[config.mk]
export PLATFORM = sky130hd
export DESIGN_NAME = call_return_ctrl
export DESIGN_NICKNAME = d
export VERILOG_FILES = /design/src/rtl/call_return_ctrl.sv
export SDC_FILE = /design/constraint.sdc
export NUM_CORES = 1
export LEC_CHECK = 0
export CORE_ASPECT_RATIO = 1.5
export CORE_MARGIN = 2
export CORE_UTILIZATION = 25
export DETAILED_ROUTE_END_ITERATION = 12
export GPL_ROUTABILITY_DRIVEN = 1
export GPL_TIMING_DRIVEN = 1
export SYNTH_ARGS = -nofsm -noshare
export SYNTH_HDL_FRONTEND = slang
export SYNTH_SLANG_ARGS = --single-unit
[constraint.sdc]
create_clock -name clk -period 4.8 [get_ports clk]
set_clock_uncertainty 0.15 [all_clocks]
set_input_delay 0.96 -clock clk [delete_from_list [all_inputs] [get_ports clk]]
set_output_delay 0.96 -clock clk [all_outputs]
set_load 0.02 [all_outputs]
[src/rtl/call_return_ctrl.sv]
// Call/return sequencer: turns CALL/RET requests into return-address stack
// push/pop operations and PC loads, refusing requests the stack cannot take.
module call_return_ctrl #(
    parameter int unsigned AW = 10,
    parameter int unsigned CW = 5
) (
    input  logic          clk,
    input  logic          rst_n,
    input  logic          call_req,
    input  logic          ret_req,
    input  logic [AW-1:0] call_target,
    input  logic [AW-1:0] ret_addr,
    output logic          stk_enable,
    output logic          stk_operation,
    output logic [AW-1:0] stk_data_in,
    input  logic [AW-1:0] stk_data_out,
    input  logic          stk_full,
    input  logic          stk_empty,
    output logic          pc_load,
    output logic [AW-1:0] pc_value,
    output logic          done,
    output logic          err_ovf,
    output logic          err_udf,
    input  logic          err_clr,
    output logic [CW-1:0] depth,
    output logic          busy
);

    typedef enum logic [2:0] {
        S_IDLE,
        S_PUSH,
        S_POP,
        S_LOAD,
        S_FAULT,
        S_RELEASE
    } state_t;

    state_t        state_q, state_d;
    logic          stk_enable_q, stk_enable_d;
    logic          stk_operation_q, stk_operation_d;
    logic [AW-1:0] stk_data_in_q, stk_data_in_d;
    logic          pc_load_q, pc_load_d;
    logic [AW-1:0] pc_value_q, pc_value_d;
    logic          done_q, done_d;
    logic          err_ovf_q, err_ovf_d;
    logic          err_udf_q, err_udf_d;
    logic [CW-1:0] depth_q, depth_d;
    logic          busy_q, busy_d;

    // Outputs are computed for the state being entered, so they line up with it.
    always_comb begin
        state_d         = state_q;
        stk_enable_d    = 1'b0;
        stk_operation_d = 1'b0;
        stk_data_in_d   = '0;
        pc_load_d       = 1'b0;
        pc_value_d      = '0;
        done_d          = 1'b0;
        err_ovf_d       = err_ovf_q;
        err_udf_d       = err_udf_q;
        depth_d         = depth_q;

        case (state_q)
            S_IDLE: begin
                if (call_req) begin
                    if (!stk_full) begin
                        state_d         = S_PUSH;
                        stk_enable_d    = 1'b1;
                        stk_operation_d = 1'b1;
                        stk_data_in_d   = ret_addr;
                        pc_load_d       = 1'b1;
                        pc_value_d      = call_target;
                        done_d          = 1'b1;
                        depth_d         = depth_q + CW'(1);
                    end else begin
                        state_d   = S_FAULT;
                        err_ovf_d = 1'b1;
                        done_d    = 1'b1;
                    end
                end else if (ret_req) begin
                    if (!stk_empty) begin
                        state_d      = S_POP;
                        stk_enable_d = 1'b1;
                        depth_d      = depth_q - CW'(1);
                    end else begin
                        state_d   = S_FAULT;
                        err_udf_d = 1'b1;
                        done_d    = 1'b1;
                    end
                end
            end
            S_PUSH: state_d = S_RELEASE;
            S_POP: begin
                // Popped data is only valid once LOAD starts; pc_value muxes it in.
                state_d   = S_LOAD;
                pc_load_d = 1'b1;
                done_d    = 1'b1;
            end
            S_LOAD:  state_d = S_RELEASE;
            S_FAULT: state_d = S_RELEASE;
            S_RELEASE: begin
                if (!call_req && !ret_req) begin
                    state_d = S_IDLE;
                end
            end
            default: state_d = S_IDLE;
        endcase

        // A clear in the same cycle as a refusal wins.
        if (err_clr) begin
            err_ovf_d = 1'b0;
            err_udf_d = 1'b0;
        end

        busy_d = (state_d != S_IDLE);
    end

    always_ff @(posedge clk or negedge rst_n) begin
        if (!rst_n) begin
            state_q         <= S_IDLE;
            stk_enable_q    <= 1'b0;
            stk_operation_q <= 1'b0;
            stk_data_in_q   <= '0;
            pc_load_q       <= 1'b0;
            pc_value_q      <= '0;
            done_q          <= 1'b0;
            err_ovf_q       <= 1'b0;
            err_udf_q       <= 1'b0;
            depth_q         <= '0;
            busy_q          <= 1'b0;
        end else begin
            state_q         <= state_d;
            stk_enable_q    <= stk_enable_d;
            stk_operation_q <= stk_operation_d;
            stk_data_in_q   <= stk_data_in_d;
            pc_load_q       <= pc_load_d;
            pc_value_q      <= pc_value_d;
            done_q          <= done_d;
            err_ovf_q       <= err_ovf_d;
            err_udf_q       <= err_udf_d;
            depth_q         <= depth_d;
            busy_q          <= busy_d;
        end
    end

    assign stk_enable    = stk_enable_q;
    assign stk_operation = stk_operation_q;
    assign stk_data_in   = stk_data_in_q;
    assign pc_load       = pc_load_q;
    assign pc_value      = (state_q == S_LOAD) ? stk_data_out : pc_value_q;
    assign done          = done_q;
    assign err_ovf       = err_ovf_q;
    assign err_udf       = err_udf_q;
    assign depth         = depth_q;
    assign busy          = busy_q;

endmodule

==> results of run 1 <==
layout make-up:
cell class	count	area, um2
multi-input combinational	77	596.8
clock inverter	2	35.03
inverter	4	15.01
clock buffer	6	82.58
sequential	35	875.8
tap	72	90.09
timing repair buffer	69	683.2
fill	614	3407
cells in the final DEF, fill, tap and decap left out, types with 2 or more instances in the layout:
cell type	n
mux2_4	2
nand2_1	4
ha_1	3
xnor2_1	3
nand3_1	2
clkbuf_8	6
mux2_2	10
or2_2	2
o21ai_0	2
clkdlybuf4s50_1	67
a21oi_1	8
dfrtp_1	35
and3_1	21
inv_1	4
nor2_1	7
how the worst max path moves through the flow:
stage                               startpoint          end  slack (ns)  depth (start not counted)
final                     state_q[2]$_DFF_PN0_  pc_value[1]        1.48                          3
after global routing      state_q[2]$_DFF_PN0_  pc_value[1]        1.38                          3
after CTS                 state_q[2]$_DFF_PN0_  pc_value[1]        1.44                          3
after detailed placement       stk_data_out[5]  pc_value[5]        1.53                          3
after global placement         stk_data_out[1]  pc_value[1]        1.53                          3
after floorplan           state_q[1]$_DFF_PN0_  pc_value[0]        2.42                          3
cell usage after synthesis:
cell type   n
a21boi_0    1
a21o_1      1
a21oi_1     8
and3_1     21
clkbuf_1    5
dfrtp_1    35
fa_1        1
ha_1        3
inv_1       4
mux2_2     10
mux2_4      2
nand2_1     4
nand2b_1    1
nand3_1     2
nand3b_1    1
nand4bb_1   1
nor2_1      7
nor3b_1     1
nor4b_1     1
o21ai_0     2
o21ai_2     1
o22ai_4     1
or2_2       2
or4_4       1
or4b_4      1
xnor2_1     3
xor2_1      1
through the flow:
step                      instance area (um2)  utilization [%]   power, W  hold slack [ns]
after floorplan                          1500                -  0.0004638           0.4311
after detailed placement                 2261            39.08  0.0005633           0.3146
after global placement                   2261            39.08  0.0005611           0.3182
after global routing                     2379            41.11  0.0008764           0.3497
after CTS                                2379            41.11  0.0008445           0.3244
final                                    2379            41.11  0.0008247           0.3188
report_power, final:
part           switching, W  total [W]  internal [W]
clock network      0.000103   0.000271      0.000168
registers         0.0000255   0.000345      0.000319
logic             0.0000911   0.000209      0.000118
total              0.000219   0.000825      0.000606
worst max-delay path, delay by kind of cell, from the launching register on:
family,cells,cell delay (ns)
muxes,1,0.43
buffers and inverters,1,0.55
and+or+nand+nor,1,0.50
DFF,1,0.45
per-layer routing:
metal | share of wire, % | GRT usage (%) | vias up
li1 | - | - | 561
met1 | 37 | 12.84 | 547
met2 | 55 | 20.26 | 35
met3 | 5.9 | 3.995 | 6
met4 | 1.8 | 4.710 | 0
met5 | 0 | 0 | -
flip-flops by register name (all words and copies together), names as in the netlist:
register	count
stk_operation	1
state_q	3
err_udf	1
busy	1
stk_enable	1
pc_load	1
done	1
err_ovf	1
stk_data_in	10
pc_value_q	10
depth	5
cells by family after synthesis:
logic type	after synthesis	synth area share, %
mux	12	9.508
fa+ha+maj	4	3.837
compound gates	14	6.256
flops	35	58.38
buf+inv	9	2.252
simple gates	43	17.43
xor+xnor	4	2.336
==> results.toml, run 1 <==
[logic_synthesis]
seq_area_frac_synth_pct = 58.38
synth_top_cell_by_area = "dfrtp_1"
synth_fp_nets = 162
ys_types = 27
netlist_instances = 121
yosysTopAreaCellShare_pct = 58.38
yosysWarnings = 0
ys_ff_latch = 35
yosys-top-cells-area = "dfrtp_1, and3_1, mux2_2, a21oi_1, ha_1"
syn_area_um2 = 1500
syn_avg_cell_area_um2 = 12.40

[die]
rows = 34
core_area_um2 = 5786
die_width_um = 67.25
die_h_um = 98.88
pin_count = 69
dieArea_um2 = 6649
start_util_pct = 25.93

[setup_path]
ff2ff_path_depth = 3
crit_chain = "nand3b_1 -> mux2_2 -> clkdlybuf4s50_1"
cp-start-kind = "flop"
max_stage_delay_ns = 0.55
endpoint_kind = "output pin"
critical_path_arrival_ns = 2.21
path_class = "flop to output pin"
cpMaxStageDelayCell = "clkdlybuf4s50_1"
worstPathMaxFanout = 10
r2r_start = "state_q[2]$_DFF_PN0_"
r2r_end = "depth[3]$_DFFE_PN0P_"
r2r_slack_ns = 2.88
required_ns = 3.69

[run_status]
status = "completed"

[placed_design]
dp_slack_ns = 1.530
hpwlAfterDp_um = 2562
numPortBuffers = 68
place_congestion = 0.6617
dp_cells = 257

[detailed_routing]
wl_um = 3460
vias = 1149
drtAntennaViolNets = 0
routedWlPerCell_um = 13.06
first_iter_violations = 19
drc = 0
drt_pass1_iterations = 4
via_per_inst = 4.336

[grt]
grt_pass1_wl_um = 5885
grt_overflow = 0
antenna_found_initial = 0
grt_start_max_net_pins = 36
grt_pass1_vias = 1283
groute.usage.overall_pct = 11.75

[cells_and_area]
syn_to_final_growth_pct = 58.55
drive_gt1_share_pct = 15.03
layout.cells.non_filler = 265
layout.nets = 233
diodes = 0

[sta]
setup_violations = 0
setup-tns-final_ns = 0
worst_pin_slew_ns = 0.7525
drv_slew = 0
fin_crit_sh_pct = 69.09
fmax_mhz = 301.5
slew_headroom_pct = 49.84
final.min_clock_period_ns = 3.316
fin_ws_ns = 1.484
rsz0062_at_grt = "false"
hold_viol_final = 0

[cts]
cts_sinks = 35
postCtsSetupRepairBufs = 0
tritoncts = "yes"
root_buffer = "clkbuf_8"
clock_latency_ns = 0.28
clk_pin_slew_ns = 0.07
postCtsHoldBufs = 0
cts_made_buffers = 5
cts_buffer_depth = 2
h-tree-depth = 2
cts_resized = 0

[min_path]
hp-class = "flop to flop"
hp-start = "depth[4]$_DFFE_PN0P_"
whs_endpoint = "depth[4]$_DFFE_PN0P_"
whs_path_depth = 1

[job]
maxCapViolCount = 0

[pwr]
peakVddDrop_uv = 130.3
cellLeakagePower_nw = 1.126
power.density_nw_per_um2 = 346.7
Note: power is estimated with default switching activity, not from simulation.
==> run 2: changes to the inputs <==
Clock period 4.8 ns to 3.25 ns, I/O delays scaled along.
==> results.toml, run 2 (synthesized netlist as in run 1, its figures left out) <==
[setup_path]
path_class = "flop to output pin"
required_ns = 2.45
r2r_start = "state_q[1]$_DFF_PN0_"
critical_path_arrival_ns = 2.17
r2r_slack_ns = 1.35
endpoint_kind = "output pin"
ff2ff_path_depth = 3
r2r_end = "depth[3]$_DFFE_PN0P_"
cp-start-kind = "flop"
worstPathMaxFanout = 10

[detailed_routing]
drt_pass1_iterations = 4
first_iter_violations = 9
drtAntennaViolNets = 0
via_per_inst = 4.256
routedWlPerCell_um = 12.93
drc = 0
vias = 1132
wl_um = 3439

[sta]
hold_viol_final = 0
rsz0062_at_grt = "false"
setup_violations = 0
fmax_mhz = 336.6
worst_pin_slew_ns = 0.7723
slew_headroom_pct = 48.52
setup-tns-final_ns = 0
hold_slack_ns = 0.2894
fin_crit_sh_pct = 91.40
drv_slew = 0
final.min_clock_period_ns = 2.971

[die]
dieArea_um2 = 6649
pin_count = 69
start_util_pct = 25.93
die_width_um = 67.25
core_area_um2 = 5786
rows = 34
die_h_um = 98.88

[pwr]
peakVddDrop_uv = 235.1
cellLeakagePower_nw = 1.122
power.density_nw_per_um2 = 490.9

[cells_and_area]
fillCellCount = 601
drive_gt1_share_pct = 14.95
syn_to_final_growth_pct = 57.88
final_cell_mix = "clkdlybuf4s50_1, dfrtp_1, and3_1, mux2_2, a21oi_1"
layout.nets = 234
layout.cells.non_filler = 266
final_common_cell = "clkdlybuf4s50_1"
diodes = 0

[grt]
grt_pass1_vias = 1253
grt_overflow = 0
antenna_found_initial = 0
grt_pass1_wl_um = 5706
groute.usage.overall_pct = 11.63
grt_start_max_net_pins = 36

[placed_design]
dp_cells = 258
numPortBuffers = 68
hpwlAfterDp_um = 2611
place_congestion = 0.6978

[cts]
postCtsSetupRepairBufs = 0
cts_buffer_depth = 2
h-tree-depth = 2
postCtsHoldBufs = 0
cts_resized = 0
root_buffer = "clkbuf_8"
clock_latency_ns = 0.28
tritoncts = "yes"
cts_made_buffers = 5
clk_pin_slew_ns = 0.07
cts_sinks = 35

[min_path]
hp-class = "primary input to async pin"

[run_status]
status = "completed"

[job]
maxCapViolCount = 0
-- run 2: cell types whose count changed in the layout (fill, tap and decap cells not counted) --
cell and delta:
bufinv_16 -1, clkinv_2 -1, clkbuf_8 +1, clkbuf_1 +1
buf_4 +1
-- run 2: worst max-delay path by stage --
stage | from | end | slack, ns | depth (start not counted)
after floorplan | state_q[1]$_DFF_PN0_ | pc_value[0] | 1.18 | 3
after global placement | state_q[2]$_DFF_PN0_ | pc_value[6] | 0.52 | 3
after detailed placement | state_q[2]$_DFF_PN0_ | pc_value[6] | 0.52 | 3
after CTS | state_q[2]$_DFF_PN0_ | pc_value[6] | 0.20 | 3
after global routing | state_q[2]$_DFF_PN0_ | pc_value[0] | 0.1 | 3
final | state_q[2]$_DFF_PN0_ | pc_value[6] | 0.28 | 3
-- run 2: per-stage QoR --
stage                     utilization (%)  setup WS [ns]  instance area, um2  total power [W]
final                               40.94         0.2794                2369         0.001163
after global routing                40.94        0.09636                2369         0.001239
after CTS                           40.94         0.1974                2369         0.001184
after detailed placement            39.21         0.5219                2268        0.0008347
after global placement              39.21         0.5191                2268        0.0008317
after floorplan                         -          1.179                1500        0.0006850
-- run 2: area by class of cell --
cell class	instances	area [um2]	share of cell area (%)
flip-flops and latches	35	875.8	36.98
repair buffers	70	690.7	29.16
multi-input cells	77	596.8	25.20
clock buffers	8	100.1	4.226
well taps	72	90.09	3.803
inverters	4	15.01	0.6339
-- run 2: worst max-delay path, stage by stage (launching register included) --
cell             delay, ns
dfrtp_1               0.44
nand3b_1              0.48
mux2_2                0.35
clkdlybuf4s50_1       0.62
-- run 2: layer usage --
metal	global-route usage, %	up-vias	share of wire, %
li1	-	562	-
met1	13.06	530	36
met2	19.19	36	56
met3	4.680	4	6.7
met4	4.710	0	1.4
met5	0	-	0
-- run 2: where the power goes --
part	total, W	switching (W)	internal, W
clock	0.000342	0.000149	0.000193
combinational	0.000311	0.000135	0.000176
sequential	0.000510	0.0000381	0.000472
total	0.00116	0.000322	0.000840
